<file path="config.mk">
export PLATFORM = sky130hd
export DESIGN_NAME = lcd_spi_writer
export DESIGN_NICKNAME = d
export VERILOG_FILES = /design/src/rtl/lcd_spi_writer.sv
export SDC_FILE = /design/constraint.sdc
export NUM_CORES = 1
export LEC_CHECK = 0
export BUFFER_PORTS_ARGS = -buffer_cell sky130_fd_sc_hd__clkbuf_2
export CAP_MARGIN = 20
export CORE_MARGIN = 1.5
export CORE_UTILIZATION = 43
export CTS_CLUSTER_DIAMETER = 60
export CTS_CLUSTER_SIZE = 14
export DETAILED_ROUTE_END_ITERATION = 16
export GPL_TIMING_DRIVEN = 0
export SLEW_MARGIN = 25
export SYNTH_ARGS = -nofsm -noshare
export SYNTH_HDL_FRONTEND = slang
export SYNTH_SLANG_ARGS = --single-unit
export TNS_END_PERCENT = 5
</file>
<file path="constraint.sdc">
create_clock -name clk -period 1.95 [get_ports clk]
set_input_delay 0.0975 -clock clk [delete_from_list [all_inputs] [get_ports clk]]
set_output_delay 0.0975 -clock clk [all_outputs]
set_load 0.1 [all_outputs]
</file>
<file path="src/rtl/lcd_spi_writer.sv">
// lcd_spi_writer: serial back end turning LCD controller write requests into 4-wire SPI bytes and reset-pin updates.
//   clk, rst      : system clock, synchronous active-high reset
//   en_i[1:0]     : request, bit0 = SPI byte write, bit1 = reset-pin write
//   data_i[8:0]   : bit8 = D/C, bits7:0 = byte (MSB first); bit0 = reset level for pin writes
//   done_o[1:0]   : one-cycle completion pulse, bit0 = byte written, bit1 = reset pin updated
//   busy_o        : high while a byte is in flight
//   lcd_cs_n_o, lcd_sclk_o, lcd_mosi_o, lcd_dc_o : SPI mode 0 pins
//   lcd_rst_o     : panel hardware reset, active low
module lcd_spi_writer #(
    parameter int CLK_DIV        = 2,
    parameter bit RST_LEVEL_INIT = 1'b1
) (
    input  logic       clk,
    input  logic       rst,
    input  logic [1:0] en_i,
    input  logic [8:0] data_i,
    output logic [1:0] done_o,
    output logic       busy_o,
    output logic       lcd_cs_n_o,
    output logic       lcd_sclk_o,
    output logic       lcd_mosi_o,
    output logic       lcd_dc_o,
    output logic       lcd_rst_o
);
    typedef enum logic [1:0] {IDLE, SHIFT, HOLD, DONE} state_t;
    localparam logic [7:0] PH_LAST = 8'(CLK_DIV - 1);
    state_t state, state_nx;
    logic [7:0] ph;
    logic [2:0] bit_cnt;
    logic [6:0] sh;
    logic ph_end;
    assign ph_end = ph == PH_LAST;
    always_comb begin
        state_nx = state;
        case (state)
            IDLE:  state_nx = en_i[0] ? SHIFT : IDLE;
            SHIFT: state_nx = (ph_end && lcd_sclk_o && bit_cnt == 3'd0) ? HOLD : SHIFT;
            HOLD:  state_nx = ph_end ? DONE : HOLD;
            DONE:  state_nx = IDLE;
            default: state_nx = IDLE;
        endcase
    end
    always_ff @(posedge clk) begin
        if (rst) begin
            state      <= IDLE;
            ph         <= 8'd0;
            bit_cnt    <= 3'd0;
            sh         <= 7'd0;
            done_o     <= 2'b00;
            busy_o     <= 1'b0;
            lcd_cs_n_o <= 1'b1;
            lcd_sclk_o <= 1'b0;
            lcd_mosi_o <= 1'b0;
            lcd_dc_o   <= 1'b0;
            lcd_rst_o  <= RST_LEVEL_INIT;
        end else begin
            state  <= state_nx;
            done_o <= 2'b00;
            // phase counter runs only while a frame is active and restarts each half-period
            ph <= ((state == SHIFT || state == HOLD) && !ph_end) ? ph + 8'd1 : 8'd0;
            case (state)
                IDLE: begin
                    if (en_i[0]) begin
                        sh         <= data_i[6:0];
                        bit_cnt    <= 3'd7;
                        lcd_cs_n_o <= 1'b0;
                        lcd_dc_o   <= data_i[8];
                        lcd_mosi_o <= data_i[7];
                        busy_o     <= 1'b1;
                    end else if (en_i[1]) begin
                        lcd_rst_o <= data_i[0];
                        done_o    <= 2'b10;
                    end
                end
                SHIFT: begin
                    if (ph_end) begin
                        lcd_sclk_o <= !lcd_sclk_o;
                        // next bit is presented on the falling edge, except after the last bit
                        if (lcd_sclk_o && bit_cnt != 3'd0) begin
                            bit_cnt    <= bit_cnt - 3'd1;
                            sh         <= {sh[5:0], 1'b0};
                            lcd_mosi_o <= sh[6];
                        end
                    end
                end
                HOLD: begin
                    if (ph_end) begin
                        lcd_cs_n_o <= 1'b1;
                        done_o     <= 2'b01;
                        busy_o     <= 1'b0;
                    end
                end
                default: ;
            endcase
        end
    end
endmodule
</file>
## After elaboration in Yosys (flattened, before gate mapping)

Cells that the tools add are included.

- Flip-flop bits (word level): 28
- Word-level logic and storage cells: 67
- Output and inout port bits: 8
- Input bits: 13

- Add/sub/neg operators: 2
- Reductions and logical operators: 18
- Equal/unequal tests: 8
- Bitwise logic cells: 2
- Mux-type cells: 26

Operator list:

| operator | count |
|---|---|
| $mux W7 | 3 |
| $pmux W7 S2 | 1 |
| $mux W1 | 10 |
| $mux W3 | 3 |
| $add A8 B1 Y8 const B | 1 |
| $eq A8 B1 Y1 const B | 1 |
| $pmux W2 S4 | 1 |
| $mux W2 | 3 |
| $ne A2 B2 Y1 const B | 3 |
| $pmux W1 S2 | 3 |
| $pmux W3 S2 | 1 |
| $reduce_and A3 Y1 | 2 |
| $eq A2 B2 Y1 const B | 2 |
| $logic_and A1 B1 Y1 | 4 |
| $pmux W2 S2 | 1 |
| $reduce_and A2 Y1 | 2 |
| $reduce_and A4 Y1 | 1 |
| $reduce_bool A2 Y1 | 2 |
| $logic_not A3 Y1 | 1 |
| $reduce_bool A3 Y1 | 1 |
| $sub A3 B1 Y3 const B | 1 |
| $eq A2 B1 Y1 const B | 1 |
| $logic_not A1 Y1 | 2 |
| $logic_not A2 Y1 | 1 |
| other kinds (4) | 5 |

## Longest topological paths before layout

Gate-level depths: netlist (run 1).

- Depth after elaboration: 5
- Gate-level depth with buffers: 7
- Depth with buffers taken out: 6

## Least setup slack after synthesis (run 1)

Ideal clock, no wire load.

- Path type: register to register
- Start point: reg lcd_sclk_o
- End point: reg lcd_mosi_o
- Path slack: 0.037 ns
- Arrival time: 1.774 ns
- Period minus slack after synthesis: 1.913 ns
- Stages on the path, launching flop included: 4
- Library setup time: 0.140 ns
- Path buffers: 0
- Cells stage by stage: dfxtp_1 nand4b_1 o31ai_4 a211oi_1

- Cells in the longest elaborated chain, start to end: 3

Ends and longest elaborated chain:

| what | line | source |
|---|---|---|
| start: declaration | 20 | `output logic lcd_sclk_o,` |
| start signal: assignment | 77 | `lcd_sclk_o <= !lcd_sclk_o;` |
| $logic_and A1 B1 Y1 | 79 | `if (lcd_sclk_o && bit_cnt != 3'd0) begin` |
| $ne A2 B1 Y1 (no source line) | -- |  |
| $reduce_and A4 Y1 (no source line) | -- |  |
| end signal: assignment | 68 | `lcd_mosi_o <= data_i[7];` |
| end signal: assignment | 82 | `lcd_mosi_o <= sh[6];` |
| end: declaration | 21 | `output logic lcd_mosi_o,` |

Every way passes these cells.
A chain may end at the register's enable or synchronous reset.

## Worst setup path after layout (run 1)

- Start point: reg state[0]
- End point: reg sh[2]

- Cells in the longest elaborated chain, start to end: 3
- Elaborated cells on any way between the ends: 8

Ends and longest elaborated chain:

| what | line | source |
|---|---|---|
| start: declaration | 27 | `state_t state, state_nx;` |
| start signal: assignment | 57 | `state <= state_nx;` |
| $eq A2 B1 Y1 / $logic_not A2 Y1 (equally long branches) | 61 | `case (state)` |
| $ne A2 B1 Y1 (no source line), or another cell as far along | -- |  |
| $reduce_and A4 Y1 (no source line) | -- |  |
| end signal: assignment | 64 | `sh <= data_i[6:0];` |
| end signal: assignment | 81 | `sh <= {sh[5:0], 1'b0};` |
| end: declaration | 30 | `logic [6:0] sh;` |

Parallel ways exist; a longest one is shown, timed or not.

==> results of run 1 <==
-- cell usage after synthesis --
cell      number
nor4b_1        1
and3_2         1
dfxtp_1       28
nor2b_1        2
xnor2_1        2
a211o_1        1
and3_1         3
nor3_4         1
a211oi_1       7
nand4_1        2
nand3_1        8
o31ai_4        1
a21boi_0       1
mux2i_1        7
xor2_1         5
nor2_1        16
and4b_1        1
o31ai_1        1
clkbuf_1       3
a21oi_1       12
o21ai_0        2
a31oi_1        3
o21bai_1       1
inv_1          8
nand3b_1       2
a311oi_1       2
nand4b_1       1
buf_6          2
ha_1           8
nor4b_4        1
o21a_1         2
nand2b_1       8
nand2_1        8
-- critical path, cell delays in order (launching register included) --
cell,delay (ns)
dfxtp_1,0.40
inv_1,0.10
ha_1,0.28
nand3b_1,0.39
o31ai_4,0.13
buf_4,0.17
a211oi_1,0.21
-- flip-flops by register name, summed over array words and instances, names as in the netlist, named ones only --
register,cells
done_o,2
state,1
busy_o,1
bit_cnt,3
lcd_mosi_o,1
lcd_sclk_o,1
lcd_cs_n_o,1
lcd_rst_o,1
sh,7
ph,8
lcd_dc_o,1
-- cell families (layout without fill, tap and decap cells) --
| group | count (synthesis) | after routing | synth area share, % |
|---|---|---|---|
| adders and majority gates | 8 | 8 | 7.169 |
| AOI/OAI and AO/OA | 33 | 33 | 16.22 |
| and+or+nand+nor | 55 | 55 | 22.49 |
| DFF | 28 | 28 | 40.14 |
| xor gates and xnor gates | 7 | 7 | 4.391 |
| buffers and inverters | 13 | 42 | 4.570 |
| muxes | 7 | 7 | 5.018 |
-- power breakdown --
group	switching [uW]	internal, uW	total, uW
clock	185	208	393
combinational	185	97.7	282
sequential	19.7	607	627
total	390	913	1300
-- per-layer routing --
metal,up-vias,part of all wire [%],GRT usage [%]
met4,0,1.1,6.667
met1,531,49,22.41
met2,27,46,28.57
met3,4,4.0,2.597
met5,-,0,0
li1,590,-,-
-- per-stage QoR --
stage / total power [uW] / cells / setup TNS [ns]
finish: 1303 / 224 / 0
floorplan: 851.1 / 151 / 0
global route: 1374 / 224 / 0
CTS: 1313 / 223 / 0
global placement: 903.4 / 215 / -0.08772
detailed placement: 908.5 / 215 / -0.1488
-- layout make-up --
| type | count | area (um^2) | share of cell area [%] |
|---|---|---|---|
| Multi-Input combinational cell | 110 | 779.5 | 47.05 |
| Sequential cell | 28 | 561.8 | 33.91 |
| Timing Repair Buffer | 25 | 142.6 | 8.610 |
| Tap cell | 44 | 55.05 | 3.323 |
| Buffer | 5 | 35.03 | 2.115 |
| Clock inverter | 1 | 30.03 | 1.813 |
| Inverter | 8 | 30.03 | 1.813 |
| Clock buffer | 3 | 22.52 | 1.360 |
-- final timing paths --
kind                                           from                 endpoint
worst min-delay path                      data_i[7]  lcd_mosi_o$_SDFFE_PP0P_
worst min register to register     ph[0]$_SDFF_PP0_         ph[0]$_SDFF_PP0_
worst max register to register  state[0]$_SDFF_PP0_       sh[2]$_SDFFE_PP0P_
worst max-delay path            state[0]$_SDFF_PP0_       sh[2]$_SDFFE_PP0P_
-- what timing repair did --
action | in CTS | in global routing
hold buffers | 2 | 0
pin swaps | 1 | 0
endpoints found under the setup margin | 9 | 10
endpoints found under the hold margin | 2 | 0
resized for setup | 1 | 4
setup buffers | 2 | 1
==> results_dict.tcl, run 1 <==
set metrics [dict create \
    result_of_the_run "completed" \
    synth.top_cell.area_share_pct 40.14 \
    routed-via-count 1152 \
    reg2regPathDepth 6 \
    power_density_cells_nw_per_um2 786.5 \
    final_estimated_routing_congestion_in_global_placement 0.7809 \
    drt_pass1_iterations 4 \
    hold-path-cell-count 3 \
    detail_route.vias_per_cell 5.143 \
    final_util_pct 53.82 \
    layout.cell_area.non_filler_um2 1657 \
    routed_wire_length_per_instance_um 11.97 \
    synth_seq_area_share_pct 40.14 \
    fmaxAchievable_mhz 567.9 \
    cts_root_buf "clkbuf_4" \
    first_global_vias 1089 \
    rrSetupSlack_ns 0.19 \
    ys_ff_latch 28 \
    critical_path.max_fanout 9 \
    worstSetupEndpointType "register" \
    worst_ir_drop_vdd_uv 414.2 \
    diodes 0 \
    cp-start-kind "register" \
    fin_crit_ns 1.761 \
    synth_warnings 0 \
    grt_setup_unrepaired "no" \
    max_cap_violations 0 \
    tritoncts_clock_tree "done" \
    floorplan.rows 20 \
    drtIter0Drc 48 \
    final-setup-viol-count 0 \
    worst-slew-pin-transition_ns 0.5391 \
    syn_area_per_cell_um2 9.247 \
    maxSlewViolCount 0 \
    remaining_drc_errors 0 \
    area_growth_pct 18.64 \
    start_util_pct 45.37 \
    min-delay-path-class "in -> reg" \
    dpl_cell_area_um2 1551 \
    synth_cell_types 33 \
    die_w_um 59.99 \
    setup_ws_ns 0.1892 \
    post_synthesis_instance_area_um2 1396 \
    dp.final_hpwl_um 1945 \
    cts_buffers 3 \
    synth_cells 151 \
    leading_cell_type_in_the_layout_fill_and_taps_excluded "dfxtp_1" \
    worst_setup_hold_path_clk_slew_ns 0.16 \
    cts.htree.levels 1 \
    layout-drive-gt1-share_pct 20.00 \
    worstSkewPairLatency_ns 0.34 \
    fp.coreArea_um2 3078 \
    timing.critical_path.arrival_ns 2.02 \
    hold_slack_ns 0.05762 \
    final_cell_mix "dfxtp_1, clkbuf_2, nor2_1" \
    num_io_pins 21 \
    track_usage_pct 17.25 \
    antenna_violating_nets_post_route 0 \
    finalCritPeriodShare_pct 90.30 \
    synth_area_leader_cell "dfxtp_1" \
    timing_hold_violations_final 0 \
    leakage_uw 0.0006829 \
    design.final.nets 202 \
    grt_total_ovfl 0 \
    placement.io_buffers 20 \
    cts_max_path_buffers 2 \
    synthesis.nets 172 \
    clock-sinks 28 \
    detail_route.wirelength_um 2682 \
    wire_length_of_the_first_global_routing_pass_um 4719 \
    fin_worst_skew_ns 0.006964 \
    leading_cell_types_by_total_area_after_synthesis "dfxtp_1, ha_1, mux2i_1, a21oi_1, nor2_1" \
    grt_antenna_before_repair 0 \
    floorplan.die_area_um2 3598 \
    slew-limit-headroom_pct 64.21 \
    ws_path_type "reg -> reg" \
    preCtsSetupSlack_ns -0.04990 \
    grt_start_max_net_pins 17 \
    cp.required_ns 2.21 \
    die_height_um 59.99 \
    count_of_filler_cells_inserted_in_the_layout 314 \
]
No activity file was read; power rests on OpenSTA's default activity.
==> inputs of run 2 (changes only) <==
Settings changed: GPL_TIMING_DRIVEN 0 to not set, RECOVER_POWER set to 50.
==> results_dict.tcl, run 2 (same netlist as run 1, synthesis figures left out) <==
set metrics [dict create \
    result_of_the_run "completed" \
    routed_wire_length_per_instance_um 11.97 \
    design.final.nets 197 \
    cts_buffers 3 \
    final_cell_mix "dfxtp_1, nor2_1, clkbuf_2" \
    fin_crit_ns 1.765 \
    max_stage_delay_ns 0.45 \
    final_estimated_routing_congestion_in_global_placement 0.7323 \
    met1_usage_pct 21.76 \
    tritoncts_clock_tree "done" \
    power_density_cells_nw_per_um2 740.0 \
    wire_length_of_the_first_global_routing_pass_um 4471 \
    antenna_violating_nets_post_route 0 \
    rrSetupSlack_ns 0.19 \
    die_w_um 59.99 \
    final-setup-viol-count 0 \
    use_met2_pct 26.24 \
    worst_ir_drop_vdd_uv 287.1 \
    cts_max_path_buffers 2 \
    dp.final_hpwl_um 1855 \
    grt_setup_unrepaired "no" \
    worst_setup_path_startpoint "bit_cnt[0]$_SDFFE_PP0P_" \
    maxSlewViolCount 0 \
    setup_ws_ns 0.1854 \
    worstSetupEndpointType "register" \
    largest_register_ffs 8 \
    post_cts.repair.setup_buffers 0 \
    slew-limit-headroom_pct 22.77 \
    routed-via-count 1113 \
    timing.critical_path.arrival_ns 1.97 \
    preCtsSetupSlack_ns 0.06543 \
    drtIter0Drc 56 \
    fin_cells 219 \
    remaining_drc_errors 0 \
    placement.io_buffers 20 \
    detail_route.wirelength_um 2621 \
    totalNegativeSetupSlack_ns 0 \
    netSwitchingFraction_pct 31.48 \
    drt_pass1_iterations 4 \
    worstSkewPairLatency_ns 0.33 \
    grt_total_ovfl 0 \
    internal_power_uw 810.3 \
    layout-drive-gt1-share_pct 16.00 \
    fmaxAchievable_mhz 566.7 \
    min-delay-path-class "in -> reg" \
    count_of_filler_cells_inserted_in_the_layout 311 \
    use_met3_pct 2.597 \
    max_cap_violations 0 \
    fin_total_pwr_uw 1182 \
    worstHoldStart "data_i[7]" \
    leakage_uw 0.0006355 \
    path_cells "inv_1 -> ha_1 -> nor2b_1 -> nand4b_1 -> o31ai_4 -> a211oi_1" \
    worst-slew-pin-transition_ns 1.163 \
    top_register "ph" \
    share_clk_of_total_power_pct 24.1 \
    cp.required_ns 2.16 \
    detail_route.vias_per_cell 5.082 \
    post-place-cells 213 \
    die_height_um 59.99 \
    fin_worst_skew_ns 0.006778 \
    area_growth_pct 14.43 \
    ws_path_type "reg -> reg" \
    floorplan.rows 20 \
    num_io_pins 21 \
    timing.critical_path.slowest_stage_cell "o31ai_4" \
    track_usage_pct 16.48 \
    diodes 0 \
    cts.htree.levels 1 \
    clock-sinks 28 \
    worst_setup_hold_path_clk_slew_ns 0.14 \
    grt_start_max_net_pins 23 \
    grt_antenna_before_repair 0 \
    finalCritPeriodShare_pct 90.49 \
    start_util_pct 45.37 \
    power_frac_comb_pct 23.0 \
    timing_hold_violations_final 0 \
    floorplan.die_area_um2 3598 \
    first_global_vias 1045 \
    reg2reg_from "bit_cnt[0]$_SDFFE_PP0P_" \
    sw_pwr_uw 372.2 \
    cts_root_buf "clkbuf_4" \
    fp.coreArea_um2 3078 \
    cp-start-kind "register" \
    global_route.peak_usage_layer "met2" \
    biggestRegsByFlops "ph x8, sh x7, bit_cnt x3" \
    leading_cell_type_in_the_layout_fill_and_taps_excluded "dfxtp_1" \
    portion_of_total_power_attributed_to_sequential_cells_pct 52.9 \
    critical_path.max_fanout 9 \
]
run 2: metal layers:
| layer | vias to the layer above | wire length (um) |
|---|---|---|
| met5 | - | 0 |
| met4 | 0 | 48 |
| met3 | 5 | 85 |
| met2 | 23 | 1143 |
| met1 | 507 | 1345 |
| li1 | 578 | - |
run 2: worst max-delay path: cells and delay by family (launching register included):
family	cells	cell delay [ns]
AND/OR/NAND/NOR	2	0.44
flip-flops	1	0.38
buffers and inverters	1	0.07
AO/OA/AOI/OAI	2	0.59
adder cells (fa/ha/maj)	1	0.18
run 2: path summary, 6_finish.rpt:
kind	end	depth (start not counted)
worst max-delay path	sh[5]$_SDFFE_PP0P_	6
worst min-delay path	lcd_mosi_o$_SDFFE_PP0P_	3
worst max register to register	sh[5]$_SDFFE_PP0P_	6
worst min register to register	lcd_dc_o$_SDFFE_PP0P_	2
run 2: stage by stage:
| stage | hold slack [ns] | util, % | cell area (um^2) |
|---|---|---|---|
| 2_1_floorplan | 0.2359 | - | 1396 |
| 4_1_cts | 0.06498 | 51.87 | 1597 |
| 3_5_place_dp | 0.3497 | 50.04 | 1540 |
| 5_1_grt | 0.07001 | 51.91 | 1598 |
| 3_3_place_gp | 0.3494 | 50.04 | 1540 |
| 6_report | 0.07329 | 51.91 | 1598 |
run 2: layout make-up:
cell class	count	area [um^2]	share of cell area (%)
multi-input cells	110	783.3	49.02
flip-flops and latches	28	561.8	35.16
repair buffers	25	131.4	8.222
well taps	44	55.05	3.446
clock buffers	4	36.28	2.271
inverters	8	30.03	1.879
run 2: power groups by stage:
| stage | logic, uW | registers [uW] | clock network, uW |
|---|---|---|---|
| 2_1_floorplan | 138 | 713 | 0 |
| 3_3_place_gp | 267 | 637 | 0 |
| 3_5_place_dp | 268 | 639 | 0 |
| 4_1_cts | 273 | 626 | 302 |
| 5_1_grt | 298 | 631 | 320 |
| 6_report | 272 | 626 | 285 |
run 2: what timing repair did:
action	4_1_cts	5_1_grt
hold endpoints to repair	2	0
endpoints found under the setup margin	0	10
hold buffers	2	0
gates resized for setup	0	5
==> inputs of run 3 (changes only) <==
Settings changed: MAX_ROUTING_LAYER set to met4.
==> results_dict.tcl, run 3 (same netlist as run 1, synthesis figures left out) <==
set metrics [dict create \
    dp.final_hpwl_um 1855 \
    first_global_vias 1045 \
    layout-drive-gt1-share_pct 16.00 \
    use_met3_pct 2.597 \
    die_height_um 59.99 \
    sequential_cell_area_um2 561.8 \
    drt_pass1_iterations 4 \
    setup_ws_ns 0.1852 \
    fp.coreArea_um2 3078 \
    num_io_pins 21 \
    grt_start_max_net_pins 23 \
    die_w_um 59.99 \
    detail_route.vias_per_cell 5.082 \
    max_cap_violations 0 \
    largest_register_ffs 8 \
    slew-limit-headroom_pct 22.77 \
    critical_path.reg2reg.endpoint "sh[5]$_SDFFE_PP0P_" \
    rrSetupSlack_ns 0.19 \
    cp.required_ns 2.16 \
    worstHoldStart "data_i[7]" \
    worstSkewPairLatency_ns 0.33 \
    leakage_uw 0.0006355 \
    grt_total_ovfl 0 \
    critical_path.max_fanout 9 \
    area_growth_pct 14.43 \
    grt_antenna_before_repair 0 \
    final_estimated_routing_congestion_in_global_placement 0.7413 \
    met1_usage_pct 21.76 \
    grt_setup_unrepaired "no" \
    count_of_filler_cells_inserted_in_the_layout 311 \
    routed_wire_length_per_instance_um 11.97 \
    reg2reg_from "bit_cnt[0]$_SDFFE_PP0P_" \
    worst_ir_drop_vdd_uv 287.1 \
    power_density_cells_nw_per_um2 740.1 \
    fmaxAchievable_mhz 566.6 \
    fin_worst_skew_ns 0.006794 \
    cts.htree.levels 1 \
    routed-via-count 1113 \
    maxSlewViolCount 0 \
    timing.critical_path.arrival_ns 1.97 \
    worst_setup_hold_path_clk_slew_ns 0.14 \
    antenna_violating_nets_post_route 0 \
    global_route.peak_usage_layer "met2" \
    final-setup-viol-count 0 \
    drtIter0Drc 56 \
    finalCritPeriodShare_pct 90.50 \
    timing_hold_violations_final 0 \
    tritoncts_clock_tree "done" \
    cts_buffers 3 \
    result_of_the_run "completed" \
    worstSetupEndpointType "register" \
    design.final.nets 197 \
    use_met2_pct 26.24 \
    clock-sinks 28 \
    floorplan.die_area_um2 3598 \
    remaining_drc_errors 0 \
    track_usage_pct 16.96 \
    reg2regPathDepth 6 \
    detail_route.wirelength_um 2621 \
    ws_path_type "reg -> reg" \
    hold-path-endpoint "lcd_mosi_o$_SDFFE_PP0P_" \
    cp-start-kind "register" \
    placement.io_buffers 20 \
    min-delay-path-class "in -> reg" \
    hold-path-cell-count 3 \
    preCtsSetupSlack_ns 0.06543 \
    totalNegativeSetupSlack_ns 0 \
    floorplan.rows 20 \
    wire_length_of_the_first_global_routing_pass_um 4471 \
    cts_root_buf "clkbuf_4" \
    top_register "ph" \
    multi_input_comb_area_um2 783.3 \
    diodes 0 \
    final_cell_mix "dfxtp_1, nor2_1, clkbuf_2" \
    biggestRegsByFlops "ph x8, sh x7, bit_cnt x3" \
    cts_max_path_buffers 2 \
    start_util_pct 45.37 \
    leading_cell_type_in_the_layout_fill_and_taps_excluded "dfxtp_1" \
    worst-slew-pin-transition_ns 1.163 \
    fin_crit_ns 1.765 \
]
## run 3: cell counts in the layout (fill, tap and decap cells not counted)
Identical to the previous run, type by type.
## run 3: power by group
| part | internal [uW] | total, uW | switching, uW |
|---|---|---|---|
| clock network | 114 | 285 | 170 |
| registers | 607 | 626 | 18.9 |
| logic | 88.8 | 272 | 183 |
| total | 810 | 1180 | 372 |
## run 3: worst max-delay path by stage
stage / end / cells past startpoint / from / slack, ns
6_report: sh[5]$_SDFFE_PP0P_ / 6 / bit_cnt[0]$_SDFFE_PP0P_ / 0.19
5_1_grt: sh[6]$_SDFFE_PP0P_ / 6 / bit_cnt[0]$_SDFFE_PP0P_ / 0.03
4_1_cts: sh[6]$_SDFFE_PP0P_ / 6 / state[0]$_SDFF_PP0_ / 0.02
3_5_place_dp: sh[6]$_SDFFE_PP0P_ / 6 / state[0]$_SDFF_PP0_ / 0.07
3_3_place_gp: lcd_mosi_o$_SDFFE_PP0P_ / 6 / state[0]$_SDFF_PP0_ / 0.17
2_1_floorplan: lcd_mosi_o$_SDFFE_PP0P_ / 3 / lcd_sclk_o$_SDFFE_PP0P_ / 0.04
## run 3: layout make-up
class | count | share of cell area (%)
Clock buffer | 4 | 2.271
Timing Repair Buffer | 25 | 8.222
Tap cell | 44 | 3.446
Sequential cell | 28 | 35.16
Multi-Input combinational cell | 110 | 49.02
Inverter | 8 | 1.879
## run 3: metal layers
metal,wire length (um),vias up
met1,1344,507
li1,-,578
met5,0,-
met3,86,5
met4,48,0
met2,1143,23
## run 3: timing repair
| item | in CTS | in global routing |
|---|---|---|
| setup buffers | 0 | 0 |
| gates resized for setup | 0 | 5 |
| hold buffers | 2 | 0 |
| setup endpoints to repair | 0 | 10 |
| endpoints found under the hold margin | 2 | 0 |
## run 3: per-stage QoR
step / instance area, um^2 / power, uW / instances / hold slack (ns) / util, %
finish: 1598 / 1182 / 219 / 0.07328 / 51.91
global route: 1598 / 1249 / 219 / 0.07001 / 51.91
CTS: 1597 / 1201 / 219 / 0.06498 / 51.87
detailed placement: 1540 / 907.3 / 213 / 0.3497 / 50.04
global placement: 1540 / 904.1 / 213 / 0.3494 / 50.04
floorplan: 1396 / 851.1 / 151 / 0.2359 / -
## run 3: critical path, stage by stage (launching register included)
cell	delay (ns)
dfxtp_1	0.38
inv_1	0.07
ha_1	0.18
nor2b_1	0.16
nand4b_1	0.28
o31ai_4	0.45
a211oi_1	0.14
